**src/rtl/uart_rx_param.sv**
```systemverilog
// Parametrised oversampling UART receiver: start-bit filtering, 2-of-3 majority
// sampling, 5..MAX_DATA_BITS data bits, optional parity, 1/2 stop bits, ready/valid output.
module uart_rx_param #(
    parameter int unsigned OVERSAMPLE    = 16,
    parameter int unsigned MAX_DATA_BITS = 9
) (
    input  logic                     clk_16bd,
    input  logic                     rst,
    input  logic                     Rx,
    input  logic                     parity,
    input  logic                     parity_type,
    input  logic                     stop_bits,
    input  logic [3:0]               frame_length,
    output logic [MAX_DATA_BITS-1:0] rx_data,
    output logic                     rx_valid,
    input  logic                     rx_ready,
    output logic                     parity_err,
    output logic                     frame_err,
    output logic                     break_det,
    output logic                     overrun
);

    localparam int unsigned CW = $clog2(OVERSAMPLE);
    localparam logic [CW-1:0] C_MLO  = CW'(OVERSAMPLE / 2 - 1);
    localparam logic [CW-1:0] C_MID  = CW'(OVERSAMPLE / 2);
    localparam logic [CW-1:0] C_MHI  = CW'(OVERSAMPLE / 2 + 1);
    localparam logic [CW-1:0] C_LAST = CW'(OVERSAMPLE - 1);
    localparam logic [3:0]    LEN_MIN = 4'd5;
    localparam logic [3:0]    LEN_MAX = 4'(MAX_DATA_BITS);

    localparam logic [2:0] S_IDLE   = 3'd0;
    localparam logic [2:0] S_START  = 3'd1;
    localparam logic [2:0] S_DATA   = 3'd2;
    localparam logic [2:0] S_PARITY = 3'd3;
    localparam logic [2:0] S_STOP   = 3'd4;
    localparam logic [2:0] S_WAIT   = 3'd5;

    logic                     rx_meta, rxs, rxs_d;
    logic [2:0]               state, state_nxt;
    logic [CW-1:0]            cnt;
    logic                     smp0, smp1;
    logic [3:0]               bit_idx;
    logic                     stop_idx;
    logic [3:0]               len_q;
    logic                     par_q, ptype_q, two_q;
    logic [MAX_DATA_BITS-1:0] data_q;
    logic                     pe_q, pbit_q;

    logic                     wrap_c, decide_c, maj_c, start_c;
    logic                     done_c, fe_c, be_c;
    logic [3:0]               len_c;

    // Two-flop synchroniser plus one delay stage for falling-edge detection
    always_ff @(posedge clk_16bd or negedge rst) begin
        if (!rst) begin
            rx_meta <= 1'b1;
            rxs     <= 1'b1;
            rxs_d   <= 1'b1;
        end else begin
            rx_meta <= Rx;
            rxs     <= rx_meta;
            rxs_d   <= rxs;
        end
    end

    always_ff @(posedge clk_16bd or negedge rst) begin
        if (!rst) state <= S_IDLE;
        else      state <= state_nxt;
    end

    always_comb begin
        wrap_c   = (cnt == C_LAST);
        decide_c = (cnt == C_MHI);
        maj_c    = (smp0 & smp1) | (smp0 & rxs) | (smp1 & rxs);
        start_c  = (state == S_IDLE) && rxs_d && !rxs;
        if (frame_length < LEN_MIN)      len_c = LEN_MIN;
        else if (frame_length > LEN_MAX) len_c = LEN_MAX;
        else                             len_c = frame_length;
    end

    always_comb begin
        state_nxt = state;
        done_c    = 1'b0;
        fe_c      = 1'b0;
        be_c      = 1'b0;
        case (state)
            S_IDLE: begin
                if (start_c) state_nxt = S_START;
            end
            S_START: begin
                if (decide_c && maj_c) state_nxt = S_IDLE;
                else if (wrap_c)       state_nxt = S_DATA;
            end
            S_DATA: begin
                if (wrap_c && (bit_idx == len_q - 4'd1))
                    state_nxt = par_q ? S_PARITY : S_STOP;
            end
            S_PARITY: begin
                if (wrap_c) state_nxt = S_STOP;
            end
            S_STOP: begin
                // Completion is taken at the decision point so the next start edge is seen mid-bit
                if (decide_c) begin
                    if (!maj_c) begin
                        done_c    = 1'b1;
                        fe_c      = 1'b1;
                        be_c      = (data_q == '0) && (!par_q || !pbit_q);
                        state_nxt = S_WAIT;
                    end else if (!(two_q && !stop_idx)) begin
                        done_c    = 1'b1;
                        state_nxt = S_IDLE;
                    end
                end
            end
            S_WAIT: begin
                if (rxs) state_nxt = S_IDLE;
            end
            default: state_nxt = S_IDLE;
        endcase
    end

    // Bit timing, sampling and frame assembly
    always_ff @(posedge clk_16bd or negedge rst) begin
        if (!rst) begin
            cnt      <= '0;
            smp0     <= 1'b1;
            smp1     <= 1'b1;
            bit_idx  <= '0;
            stop_idx <= 1'b0;
            len_q    <= LEN_MIN;
            par_q    <= 1'b0;
            ptype_q  <= 1'b0;
            two_q    <= 1'b0;
            data_q   <= '0;
            pe_q     <= 1'b0;
            pbit_q   <= 1'b0;
        end else begin
            if (state == S_IDLE)                                cnt <= start_c ? CW'(1) : '0;
            else if (state_nxt == S_IDLE || state_nxt == S_WAIT) cnt <= '0;
            else if (wrap_c)                                     cnt <= '0;
            else                                                 cnt <= cnt + CW'(1);

            if (cnt == C_MLO) smp0 <= rxs;
            if (cnt == C_MID) smp1 <= rxs;

            if (start_c) begin
                bit_idx  <= '0;
                stop_idx <= 1'b0;
                len_q    <= len_c;
                par_q    <= parity;
                ptype_q  <= parity_type;
                two_q    <= stop_bits;
                data_q   <= '0;
                pe_q     <= 1'b0;
                pbit_q   <= 1'b0;
            end

            if (state == S_DATA && decide_c) begin
                for (int unsigned i = 0; i < MAX_DATA_BITS; i++) begin
                    if (bit_idx == 4'(i)) data_q[i] <= maj_c;
                end
            end
            if (state == S_DATA && wrap_c) bit_idx <= bit_idx + 4'd1;

            if (state == S_PARITY && decide_c) begin
                pbit_q <= maj_c;
                pe_q   <= ((^data_q) ^ maj_c) != ptype_q;
            end

            if (state == S_STOP && wrap_c) stop_idx <= 1'b1;
        end
    end

    // Ready/valid holding register with overrun tracking
    always_ff @(posedge clk_16bd or negedge rst) begin
        if (!rst) begin
            rx_data    <= '0;
            rx_valid   <= 1'b0;
            parity_err <= 1'b0;
            frame_err  <= 1'b0;
            break_det  <= 1'b0;
            overrun    <= 1'b0;
        end else if (done_c) begin
            if (!rx_valid || rx_ready) begin
                rx_data    <= data_q;
                parity_err <= par_q & pe_q;
                frame_err  <= fe_c;
                break_det  <= be_c;
                overrun    <= 1'b0;
                rx_valid   <= 1'b1;
            end else begin
                overrun    <= 1'b1;
            end
        end else if (rx_valid && rx_ready) begin
            rx_valid <= 1'b0;
            overrun  <= 1'b0;
        end
    end

endmodule

```
**config.mk**
```make
export PLATFORM = sky130hd
export DESIGN_NAME = uart_rx_param
export DESIGN_NICKNAME = d
export VERILOG_FILES = /design/src/rtl/uart_rx_param.sv
export SDC_FILE = /design/constraint.sdc
export NUM_CORES = 1
export LEC_CHECK = 0
export ABC_AREA = 1
export BUFFER_PORTS_ARGS = -buffer_cell sky130_fd_sc_hd__buf_2
export CAP_MARGIN = 20
export CORE_MARGIN = 3
export CORE_UTILIZATION = 59
export DETAILED_ROUTE_END_ITERATION = 8
export PLACE_DENSITY = 0.8
export SYNTH_ARGS = -nofsm -noshare
export SYNTH_HDL_FRONTEND = slang
export SYNTH_SLANG_ARGS = --single-unit
```
**constraint.sdc**
```tcl
create_clock -name clk_16bd -period 2.45 [get_ports clk_16bd]
set_clock_uncertainty 0.2 [all_clocks]
set_input_delay 0.3675 -clock clk_16bd [delete_from_list [all_inputs] [get_ports clk_16bd]]
set_output_delay 0.3675 -clock clk_16bd [all_outputs]
set_load 0.05 [all_outputs]
```
# Yosys cells after proc, flatten, opt, wreduce, memory -nomap -nowiden
# Index checks and enable logic that the tools add are counted.
classes:
  muxes: 49
  n_eq_ne: 21
  bitwise: 7
  magnitude_cmp: 2
  n_addsub: 3
  n_reduce_logical: 30
ops:
  columns: ["cell", "n"]
  rows:
  - ["$mux 3", 10]
  - ["$mux 1", 29]
  - ["$mux 4", 7]
  - ["$eq 4x3->1 const B", 5]
  - ["$mux 9", 2]
  - ["$pmux 3 s6", 1]
  - ["$eq 4x4->1 const B", 4]
  - ["$logic_and 1x1->1", 11]
  - ["$eq 3x3->1 const B", 3]
  - ["$logic_not 9->1", 1]
  - ["$reduce_xor 9->1", 1]
  - ["$add 4x1->4 const B", 2]
  - ["$eq 4x2->1 const B", 2]
  - ["$reduce_bool 2->1", 4]
  - ["$eq 3x2->1 const B", 2]
  - ["$logic_not 3->1", 2]
  - ["$logic_not 1->1", 5]
  - ["$and 1x1->1", 4]
  - ["$eq 4x1->1 const B", 1]
  - ["$eq 4x4->1", 1]
  - ["$gt 4x4->1 const B", 1]
  - ["$logic_not 4->1", 1]
  - ["$lt 4x3->1 const B", 1]
  - ["$reduce_and 2->1", 2]
  - ["7 further kinds", 10]
word_totals:
  in_bits: 11
  out_inout_bits: 14
  ff_bits: 49

# Logic depth before layout (Yosys ltp)
depth:
  depth_word: 10
  mapped_depth: 14
  depth_no_buf: 14

# Least setup slack after synthesis
# Ideal clock, no wire load.
synth_timing:
  path_type: "reg-to-reg"
  start: "reg len_q[0]"
  end: "reg cnt[0]"
  n_path_buf: 0
  t_arrival_ns: 1.660
  setup_slack_ns: 0.470
  setup_time_ns: 0.120
  synth_period_minus_slack_ns: 1.980
  required_ns: 2.130
  stages_incl_launch_ff: 15
  cell_sequence: "dfstp_2 > inv_1 > ha_1 > inv_1 > nand2_1 > nand2_1 > nand3_2 > nor2_4 > nand3_2 > nand2_1 > nand2_1 > nor2_2 > nand2_2 > nand3_1 > nand2_1"
synth_between:
  elab_chain_len: 9
  word_cells_on_any_way: 10
  classes_between: "add/sub (1); eq/ne (2); mux (4); reduce/logical (3)"
synth_rtl:
  columns: ["item", "line", "text"]
  rows:
  - ["start: declaration", "44", "logic [3:0] len_q;"]
  - ["start signal: assignment", "149", "len_q <= len_c;"]
  - ["$sub 4x1->4 *", "95", "if (wrap_c && (bit_idx == len_q - 4'd1))"]
  - ["$eq 4x4->1 *", "95", null]
  - ["$logic_and 1x1->1 *", "95", null]
  - ["$mux 3 *", "95", null]
  - ["$pmux 3 s6 *", "86", "case (state)"]
  - ["named net state_nxt[1]", "39", "logic [2:0] state, state_nxt;"]
  - ["$eq 3x3->1 / $logic_not 3->1 (equally long branches)", "139", "else if (state_nxt == S_IDLE || state_nxt == S_WAIT) cnt <= '0;"]
  - ["$logic_or 1x1->1 *", "139", null]
  - ["$mux 4 *", "139", null]
  - ["$mux 4 *", "138", "if (state == S_IDLE) cnt <= start_c ? CW'(1) : '0;"]
  - ["end signal: assignment", "138", null]
  - ["end signal: assignment", "141", "else cnt <= cnt + CW'(1);"]
  - ["end: declaration", "40", "logic [CW-1:0] cnt;"]
# The timed path passes the listed nets; every way through them passes the cells marked *.
# A chain may end at the register's enable or synchronous reset.

# Worst setup path after layout
# Same ends and word-level chain as after synthesis.

==> flow_summary.toml <==
[sta]
rsz0062_at_grt = "no"
relSlewSlack_pct = 65.09
max_freq_mhz = 477.4
post-route-period-util_pct = 85.50
fin_setup_tns_ns = 0
worst_pin_slew_ns = 0.5237
drv_slew = 0
setup_viol = 0
hold_violations = 0
min_period_ns = 2.095

[floorplan]
die-area_sq_um = 5209
row_count = 23
core_area_sq_um = 4115
start_util_pct = 62.79
die_width_um = 72.18
die-height_um = 72.18
ios = 25

[global_routing]
grt_overflow = 0
grt_util_all_layers_pct = 19.35
grt_max_degree = 26
antenna_found_initial = 0
grt_pass1_wl_mm = 7.962
grt_pass1_vias = 1827

[hold_path]
min_from = "stop_bits"
hold_end = "two_q"
min_path_cells = 3
min_path_type = "input port to flop"

[routing]
post_drt_wl_per_cell_um = 11.92
final_antenna_net_count = 0
dr.pass1.iters = 4
drc = 0
via_count = 2033
drtIter0Drc = 79
finalWirelength_mm = 4.602
via_per_inst = 5.267

[place]
gp_congestion = 0.7795
port_buffers = 24
dp_hpwl_mm = 3.538

[setup_path]
slowest_stage = "dfstp_2"
arrival_ns = 2.09
r2r_slack_ns = 0.36
worst-setup-path-type = "flop to flop"
crit_required_ns = 2.44
path_cells = "inv_1 -> ha_1 -> inv_1 -> nand2_1 -> nand2_1 -> nand3_2 -> nor2_4 -> nand3_2 -> nand2_1 -> nand2_1 -> nor2_2 -> nand2_2 -> nand3_1 -> nand2_1"
ff2ff_path_depth = 14
worst_path_dominant_cell_family = "simple AND/OR/NAND/NOR gates"
cp.buffers_inverters = 2
timing.critical_path.mode_cell = "nand2_1"
endpoint_kind = "flop"
r2r_start = "len_q[0]"
cp_slowest_stage_delay_ns = 0.56
path_max_fanout = 4
crit_path_start_kind = "flop"
regToRegEndpoint = "cnt[0]"

[synthesis]
ys_warn_count = 0
syn_nets = 325
synth_cells = 302
seq_area_frac_synth_pct = 47.80
ys_ff_latch = 49
synthesis.area_sq_um = 2584
synth_cell_types = 33
syn_avg_cell_area_sq_um = 8.555

[cells_and_area]
final_nets = 358
diodes = 0
area_delta_synth_final_pct = 11.28
final_util_pct = 69.87
final_common_cell = "nand2_1"
final_cell_mix = "nand2_1 (70), inv_1 (42), dfrtp_1 (42), nand3_1 (28), buf_2 (24)"
drive_above_1_share_pct = 20.83

[pwr]
finalPower_mw = 2.168
ir_worst_vdd_mv = 0.4635
p_per_area_nw_per_um2 = 753.9
p_leak_nw = 1.431

[clocking]
insertion_delay_ns = 0.30
clk_pin_slew_ns = 0.08
cts_max_path_buffers = 2
cts_made_buffers = 5
clock-sinks = 49
cts_tree = "done"
root_buffer = "clkbuf_8"
htreeDepth = 2

[job]
drv_cap = 0

[run_status]
status = "finished clean"
## timing repair
item / CTS / global route
hold buffers: 2 / 0
endpoints found under the hold margin: 22 / 0
gates resized for setup: 0 / 0
buffers inserted: 0 / 0
## tightest hold or removal path, stage by stage
cell and delay, ns:
buf_2 0.07, nand2_1 0.04, nand2_1 0.04
## cell families (layout without fill, tap and decap cells)
| kind of cell | Yosys count | after routing | synth area share (%) |
|---|---|---|---|
| buf+inv | 52 | 86 | 8.280 |
| xor+xnor | 8 | 8 | 2.712 |
| flops | 49 | 49 | 47.80 |
| fa+ha+maj | 12 | 12 | 5.811 |
| compound gates | 42 | 42 | 10.85 |
| simple gates | 139 | 139 | 24.55 |
## synth_stat cells
cell type / count / area, sq um
nand3_2: 4 / 40.04
clkinv_2: 1 / 5.000
a211o_1: 1 / 8.760
nand2_1: 70 / 262.8
dfrtp_1: 42 / 1051
o21bai_1: 1 / 7.510
xnor2_1: 3 / 26.28
o21ai_2: 9 / 78.83
buf_2: 2 / 10.01
a31oi_4: 1 / 21.27
nand3b_1: 1 / 7.510
o21ai_1: 1 / 5.000
a21oi_1: 2 / 10.01
o31ai_1: 1 / 7.510
nor2_4: 3 / 33.78
ha_1: 12 / 150.1
inv_1: 42 / 157.7
nand4_1: 6 / 37.54
a21boi_0: 1 / 7.510
nand2_2: 2 / 12.51
o22ai_1: 4 / 25.02
nand3_1: 28 / 140.1
nor3_1: 1 / 5.000
xor2_1: 5 / 43.79
nor2_2: 1 / 6.260
clkbuf_1: 1 / 3.750
buf_6: 2 / 22.52
nor2_1: 22 / 82.58
o21ai_0: 20 / 100.1
dfstp_2: 7 / 183.9
or2_2: 1 / 6.260
inv_2: 4 / 15.01
a21oi_2: 1 / 8.760
## power by group
group	switching, mW	leakage (nW)	internal [mW]
combinational	0.416	0.768	0.230
sequential	0.108	0.625	0.954
clock	0.259	0.0374	0.201
total	0.783	1.43	1.38
## per-stage QoR
step | cell area [sq um] | hold WS [ns] | std cells | worst slack [ns]
floorplan | 2584 | -0.1281 | 302 | 0.4698
global placement | 2768 | 0.1462 | 376 | 0.4161
detailed placement | 2768 | 0.1479 | 376 | 0.3680
CTS | 2875 | 0.04329 | 386 | 0.3602
global route | 2875 | 0.05386 | 386 | 0.2012
finish | 2875 | 0.05229 | 386 | 0.3553
## worst max-delay path by stage
stage               startpoint         end  slack (ns)  cells after the start
finish                len_q[0]      cnt[0]        0.36                     14
global route            cnt[0]      cnt[0]        0.20                     12
CTS                     cnt[0]  rx_data[2]        0.36                     10
detailed placement    len_q[0]      cnt[0]        0.37                     14
global placement      len_q[0]      cnt[0]        0.42                     14
floorplan             len_q[0]      cnt[0]        0.47                     14
## layer usage
metal | up-vias | wire length [um] | global-route usage [%]
met5 | - | 0 | 0
met4 | 0 | 53 | 6.263
met3 | 5 | 224 | 5.125
met2 | 42 | 2166 | 31.34
met1 | 953 | 2159 | 25.34
li1 | 1033 | - | -
## sequential cells by signal (all words and copies together) (netlist names), 3 cells and up
register / flops
cnt: 4
rx_data: 9
state: 3
len_q: 4
bit_idx: 4
data_q: 9
## final cells by class
cell class	instances	area, sq um
Clock buffer	6	72.57
Clock inverter	2	15.01
Fill cell	325	1240
Inverter	47	177.7
Multi-Input combinational cell	201	1135
Sequential cell	49	1235
Tap cell	50	62.56
Timing Repair Buffer	31	177.7
Power figures use the tool's default switching activity.
